--- config.mk ---
export PLATFORM = sky130hd
export DESIGN_NAME = sparse_pair_selector
export DESIGN_NICKNAME = d
export VERILOG_FILES = /design/src/rtl/sparse_pair_selector.sv
export SDC_FILE = /design/constraint.sdc
export NUM_CORES = 2
export LEC_CHECK = 0
export BUFFER_PORTS_ARGS = -buffer_cell sky130_fd_sc_hd__buf_2
export CAP_MARGIN = 30
export CORE_AREA = 2 2 424 426
export DETAILED_ROUTE_END_ITERATION = 8
export DIE_AREA = 0 0 426 428
export PLACE_DENSITY_LB_ADDON = 0.12
export SKIP_LAST_GASP = 1
export SYNTH_ARGS = -nofsm -noshare
export SYNTH_HDL_FRONTEND = slang
export SYNTH_SLANG_ARGS = --single-unit
--- constraint.sdc ---
create_clock -name clk_i -period 11.2 [get_ports clk_i]
set_input_delay 1.68 -clock clk_i [delete_from_list [all_inputs] [get_ports clk_i]]
set_output_delay 1.68 -clock clk_i [all_outputs]
set_load 0.02 [all_outputs]
--- src/rtl/sparse_pair_selector.sv ---
// Sparse pair selector: buffers one chunk of IFM/filter sparse beats, then emits matched byte pairs.
// Optional accumulator outputs acc_o/acc_valid_o are enabled by defining SPARSE_SEL_ACC_EN.
module sparse_pair_selector #(
    parameter int CHUNK_SIZE = 128,
    parameter int BUS_SIZE   = 8,
    parameter int LANES      = 2
) (
    input  logic                  clk_i,
    input  logic                  rst_ni,
    input  logic [BUS_SIZE-1:0]   ifm_sparsemap_i,
    input  logic [BUS_SIZE*8-1:0] ifm_nonzero_data_i,
    input  logic                  ifm_wr_valid_i,
    output logic                  ifm_wr_ready_o,
    input  logic [BUS_SIZE-1:0]   filter_sparsemap_i,
    input  logic [BUS_SIZE*8-1:0] filter_nonzero_data_i,
    input  logic                  filter_wr_valid_i,
    output logic                  filter_wr_ready_o,
    output logic [LANES*8-1:0]    ifm_data_o,
    output logic [LANES*8-1:0]    filter_data_o,
    output logic [LANES-1:0]      lane_valid_o,
    output logic                  data_valid_o,
    input  logic                  data_ready_i,
    output logic                  chunk_end_o
`ifdef SPARSE_SEL_ACC_EN
   ,output logic [31:0]           acc_o,
    output logic                  acc_valid_o
`endif
);
    localparam int NWIN = CHUNK_SIZE / BUS_SIZE;
    localparam int CW   = $clog2(NWIN + 1);
    localparam int WW   = (NWIN > 1) ? $clog2(NWIN) : 1;

    typedef enum logic {FILL, SCAN} state_e;

    state_e                 state_q, state_d;
    logic [CW-1:0]          icnt_q, icnt_d, fcnt_q, fcnt_d;
    logic [WW-1:0]          win_q, win_d;
    logic [BUS_SIZE-1:0]    mask_q, mask_d;
    logic                   fresh_q, fresh_d, done_q, done_d, rdy_en_q;
    logic                   dv_q, dv_d, ce_q, ce_d;
    logic [LANES-1:0]       lv_q, lv_d;
    logic [LANES*8-1:0]     odi_q, odi_d, odf_q, odf_d;

    logic [CHUNK_SIZE-1:0]   imap_q, fmap_q;
    logic [CHUNK_SIZE*8-1:0] imem_q, fmem_q;

    logic [BUS_SIZE*8-1:0]  ibeat, fbeat;
    logic                   ifm_we, flt_we, can_load, xfer, last_win;
    logic [BUS_SIZE-1:0]    cur_mask, picked, rem;
    logic [LANES-1:0]       pk_lv;
    logic [LANES*8-1:0]     pk_i, pk_f;

    assign ifm_wr_ready_o    = rdy_en_q && (state_q == FILL) && (icnt_q < CW'(NWIN));
    assign filter_wr_ready_o = rdy_en_q && (state_q == FILL) && (fcnt_q < CW'(NWIN));
    assign ifm_we            = ifm_wr_valid_i && ifm_wr_ready_o;
    assign flt_we            = filter_wr_valid_i && filter_wr_ready_o;

    // Expand packed nonzero bytes onto their dense positions.
    always_comb begin
        int unsigned ij;
        int unsigned fj;
        ibeat = '0;
        fbeat = '0;
        ij    = 0;
        fj    = 0;
        for (int unsigned p = 0; p < BUS_SIZE; p++) begin
            if (ifm_sparsemap_i[p]) begin
                ibeat[p*8 +: 8] = ifm_nonzero_data_i[ij*8 +: 8];
                ij++;
            end
            if (filter_sparsemap_i[p]) begin
                fbeat[p*8 +: 8] = filter_nonzero_data_i[fj*8 +: 8];
                fj++;
            end
        end
    end

    always_ff @(posedge clk_i) begin
        if (ifm_we) begin
            imap_q[icnt_q*BUS_SIZE +: BUS_SIZE]       <= ifm_sparsemap_i;
            imem_q[icnt_q*(BUS_SIZE*8) +: BUS_SIZE*8] <= ibeat;
        end
        if (flt_we) begin
            fmap_q[fcnt_q*BUS_SIZE +: BUS_SIZE]       <= filter_sparsemap_i;
            fmem_q[fcnt_q*(BUS_SIZE*8) +: BUS_SIZE*8] <= fbeat;
        end
    end

    assign cur_mask = fresh_q ? (imap_q[win_q*BUS_SIZE +: BUS_SIZE] & fmap_q[win_q*BUS_SIZE +: BUS_SIZE])
                              : mask_q;
    assign last_win = (win_q == WW'(NWIN - 1));
    assign can_load = !dv_q || data_ready_i;
    assign xfer     = dv_q && data_ready_i;
    assign rem      = cur_mask & ~picked;

    always_comb begin
        int unsigned n;
        pk_i   = '0;
        pk_f   = '0;
        pk_lv  = '0;
        picked = '0;
        n      = 0;
        for (int unsigned p = 0; p < BUS_SIZE; p++) begin
            if (cur_mask[p] && n < LANES) begin
                pk_i[n*8 +: 8] = imem_q[(win_q*BUS_SIZE + p)*8 +: 8];
                pk_f[n*8 +: 8] = fmem_q[(win_q*BUS_SIZE + p)*8 +: 8];
                pk_lv[n +: 1]  = 1'b1;
                picked[p]      = 1'b1;
                n++;
            end
        end
    end

    always_comb begin
        state_d = state_q;
        icnt_d  = icnt_q;
        fcnt_d  = fcnt_q;
        win_d   = win_q;
        mask_d  = mask_q;
        fresh_d = fresh_q;
        done_d  = done_q;
        dv_d    = dv_q;
        ce_d    = ce_q;
        lv_d    = lv_q;
        odi_d   = odi_q;
        odf_d   = odf_q;
        case (state_q)
            FILL: begin
                if (ifm_we) icnt_d = icnt_q + 1'b1;
                if (flt_we) fcnt_d = fcnt_q + 1'b1;
                if (icnt_q == CW'(NWIN) && fcnt_q == CW'(NWIN)) begin
                    state_d = SCAN;
                    win_d   = '0;
                    fresh_d = 1'b1;
                    done_d  = 1'b0;
                end
            end
            SCAN: begin
                if (xfer && ce_q) begin
                    state_d = FILL;
                    icnt_d  = '0;
                    fcnt_d  = '0;
                end
                if (can_load) begin
                    dv_d  = 1'b0;
                    ce_d  = 1'b0;
                    lv_d  = '0;
                    odi_d = '0;
                    odf_d = '0;
                    // An empty non-final window costs one cycle; an empty final window still emits the end beat.
                    if (!done_q) begin
                        if (cur_mask == '0 && !last_win) begin
                            win_d   = win_q + 1'b1;
                            fresh_d = 1'b1;
                        end else begin
                            dv_d  = 1'b1;
                            lv_d  = pk_lv;
                            odi_d = pk_i;
                            odf_d = pk_f;
                            ce_d  = last_win && (rem == '0);
                            if (rem != '0) begin
                                mask_d  = rem;
                                fresh_d = 1'b0;
                            end else if (last_win) begin
                                done_d = 1'b1;
                            end else begin
                                win_d   = win_q + 1'b1;
                                fresh_d = 1'b1;
                            end
                        end
                    end
                end
            end
            default: state_d = FILL;
        endcase
    end

    always_ff @(posedge clk_i or negedge rst_ni) begin
        if (!rst_ni) begin
            state_q  <= FILL;
            icnt_q   <= '0;
            fcnt_q   <= '0;
            win_q    <= '0;
            mask_q   <= '0;
            fresh_q  <= 1'b0;
            done_q   <= 1'b0;
            rdy_en_q <= 1'b0;
            dv_q     <= 1'b0;
            ce_q     <= 1'b0;
            lv_q     <= '0;
            odi_q    <= '0;
            odf_q    <= '0;
        end else begin
            state_q  <= state_d;
            icnt_q   <= icnt_d;
            fcnt_q   <= fcnt_d;
            win_q    <= win_d;
            mask_q   <= mask_d;
            fresh_q  <= fresh_d;
            done_q   <= done_d;
            rdy_en_q <= 1'b1;
            dv_q     <= dv_d;
            ce_q     <= ce_d;
            lv_q     <= lv_d;
            odi_q    <= odi_d;
            odf_q    <= odf_d;
        end
    end

    assign ifm_data_o    = odi_q;
    assign filter_data_o = odf_q;
    assign lane_valid_o  = lv_q;
    assign data_valid_o  = dv_q;
    assign chunk_end_o   = ce_q;

`ifdef SPARSE_SEL_ACC_EN
    logic [31:0] acc_q, prod;
    logic        acc_vld_q;

    always_comb begin
        prod = '0;
        for (int unsigned l = 0; l < LANES; l++) begin
            if (lv_q[l]) prod = prod + 32'(odi_q[l*8 +: 8]) * 32'(odf_q[l*8 +: 8]);
        end
    end

    always_ff @(posedge clk_i or negedge rst_ni) begin
        if (!rst_ni) begin
            acc_q     <= '0;
            acc_vld_q <= 1'b0;
        end else begin
            acc_vld_q <= xfer && ce_q;
            if (state_q == FILL && state_d == SCAN) acc_q <= '0;
            else if (xfer)                          acc_q <= acc_q + prod;
        end
    end

    assign acc_o       = acc_q;
    assign acc_valid_o = acc_vld_q;
`endif
endmodule

==> qor.yml <==
status:
  status: "finished with violations"
  violations: "DRC"
floorplanning:
  die_height_um: 428
  dieArea_sq_um: 182300
  start_util_pct: 62.85
  die_w_um: 426
  ios: 187
  core-area_sq_um: 177600
  fp-row-count: 155
global_routing:
  antenna_found_initial: 18
  grt_util_all_layers_pct: 42.14
  grt_start_max_net_pins: 139
  grt_pass1_vias: 76153
  grt_overflow: 0
  grt_pass1_wl_um: 542900
clocking:
  cts_buffers: 235
  cts_tree: "done"
  hold_buffers: 0
  ctsLongestPathBuffers: 3
  htree_num_levels: 4
  cts_setup_buffers: 0
  clockRootBuffer: "clkbuf_16"
  clk_pin_slew_ps: 60
  numClockSinks: 2364
  post_cts_resized: 0
  clk-insertion-delay-late_ps: 900
finish:
  area_growth_pct: 10.40
  fin_nets: 8657
  final_core_util_pct: 69.39
  finalInstanceArea_sq_um: 123300
  fin_cells: 11043
  drive_gt1_share_pct: 16.81
synthesis:
  yosys-top-cells-count: "edfxtp_1 (2,304), nor2_1 (1,998), mux2i_1 (551)"
  avgSynthCellArea_sq_um: 13.34
  ys_ff_latch: 2364
  synth_cell_types: 105
  synthMostInstantiatedCell: "edfxtp_1"
  syn_inst: 8372
  synthArstFlopShare_pct: 2.538
  yosysSeqAreaShare_pct: 63.31
  synth_edf_count: 2304
  yosys.area.top_type: "edfxtp_1"
  syn-cell-area_sq_um: 111700
  yosysTopAreaCellShare_pct: 61.97
  ys_top_cells_by_area: "edfxtp_1 (62%), mux4_2 (8.8%), nor2_1 (6.7%)"
  yosys_warnings: 0
  synthFlopType: "edfxtp_1"
setup_path:
  arrival_ps: 10170
  cp-start-kind: "flip-flop"
  setup.worst_path.class: "flip-flop to flip-flop"
  slowest_stage: "fa_1"
  critical_path.max_stage_delay_ps: 780
  critPathMaxFanout: 47
  cp.required_ps: 11950
  cpMostUsedCell: "ha_1"
  cp-end-kind: "flip-flop"
timing:
  period_share_pct: 84.12
  rsz0062_at_grt: "no"
  clock_skew_ps: 34.52
  maxSlewHeadroom_pct: 12.73
  finalMaxSlewViolations: 0
  setup_viol: 0
  hold_viol: 0
  worst_pin_slew_ps: 1309
  setup_ws_ps: 1778
  fmax_mhz: 106.1
  tns_ps: 0
  period_needed_ps: 9422
detailed_routing:
  drc: 2
  num_vias: 78547
  first_iter_violations: 13465
  post_drt_via_cell_ratio: 7.113
  wl_per_cell_um: 34.89
  detail-route-antenna-nets: 0
  dr.pass1.iters: 9
  routed_wl_um: 385300
power:
  ir_worst_vdd_uv: 176.8
  cellPowerDensity_nw_per_um2: 157.7
  power.leakage_nw: 36.22
run:
  maxCapViolCount: 0
placed_design:
  numPortBuffers: 186
  gp_congestion: 1.006
  pre_cts_slack_ps: 1968
  post_dp_cell_area_sq_um: 115300
  dpl.hpwl_um: 236900
  dp_cells: 10574
hold_path:
  min_path_type: "flip-flop to flip-flop"
## critical path: cells and delay by family (launching register included)
family          cells  cell delay (ps)
simple gates        9             1680
buf+inv             7             1490
compound gates     10             2990
fa+ha+maj           6             2350
flops               1              700
## cell families after synthesis
family                   Yosys count  synth area share, %
AND/OR/NAND/NOR                 3239                12.48
flip-flops                      2364                63.31
multiplexers                    1071                15.00
AO/OA/AOI/OAI                    821                5.209
buffers and inverters            803                3.141
adder cells (fa/ha/maj)           38               0.4326
XOR/XNOR                          34               0.4214
other                              2             0.006726
## power breakdown
group / switching [mW] / total (mW) / internal [mW]
clock: 3.43 / 7.88 / 4.45
combinational: 1.38 / 2.00 / 0.621
sequential: 0.0000447 / 9.55 / 9.55
total: 4.81 / 19.4 / 14.6
## per-stage QoR
step                      total power, mW  hold WS (ps)
final                               19.44         528.6
after global routing                19.85         542.5
after CTS                           19.37         524.2
after detailed placement            11.68         506.9
after global placement              11.64         486.9
after floorplan                     11.13         464.2
## layout by cell type (no fill, tap or decap), drive strengths merged, types with 51 or more instances in the layout
master,Yosys,layout
or2,55,55
clkbuf,344,311
edfxtp,2304,2304
nand2,516,516
nor4,73,73
mux4,465,465
and2,190,190
a21oi,160,160
inv,209,222
dfrtp,60,60
and3,63,63
o221ai,227,227
buf,248,449
o21ai,127,127
nor2,2016,2016
clkinv,2,99
mux2i,559,559
nand3,172,172
o22ai,100,100
nor3,51,51
## final timing paths
kind | from | to | slack (ps) | cells after the start
setup / recovery | win_q[1]$_DFFE_PN0P_ | ifm_data_o[14]$_DFFE_PN0P_ | 1780 | 32
hold / removal | done_q$_DFFE_PN0P_ | done_q$_DFFE_PN0P_ | 530 | 2
setup reg to reg | win_q[1]$_DFFE_PN0P_ | ifm_data_o[14]$_DFFE_PN0P_ | 1780 | 32
hold reg to reg | done_q$_DFFE_PN0P_ | done_q$_DFFE_PN0P_ | 530 | 2
max in group asynchronous | rst_ni | lane_valid_o[1]$_DFFE_PN0P_ | 9820 | 2
min in group asynchronous | rst_ni | fcnt_q[3]$_DFFE_PN0P_ | 750 | 1
## final cells by class
type	instances	area, sq um
diodes	8	20.02
flip-flops and latches	2364	70700
multi-input cells	5209	37900
inverters	211	799.5
clock inverters	136	1296
fillers	12315	54380
repair buffers	449	3302
well taps	2355	2947
clock buffers	311	6299
## sequential cells by signal, indices dropped and copies added, names as in the netlist
name	cells
mask_q	6
lane_valid_o	2
fresh_q	1
fmap_q	128
fcnt_q	5
chunk_end_o	1
win_q	4
icnt_q	5
ifm_data_o	16
rdy_en_q	1
filter_data_o	16
state_q	1
fmem_q	1024
imap_q	128
data_valid_o	1
imem_q	1024
done_q	1
## metal layers
metal	vias to the layer above	global-route usage (%)	wire length, um
met2	7057	61.87	171000
met1	38660	57.43	130100
met4	18	21.93	23880
met3	1303	12.42	60190
met5	-	0.2116	165
li1	31509	-	-
No activity file was read; power rests on OpenSTA's default activity.
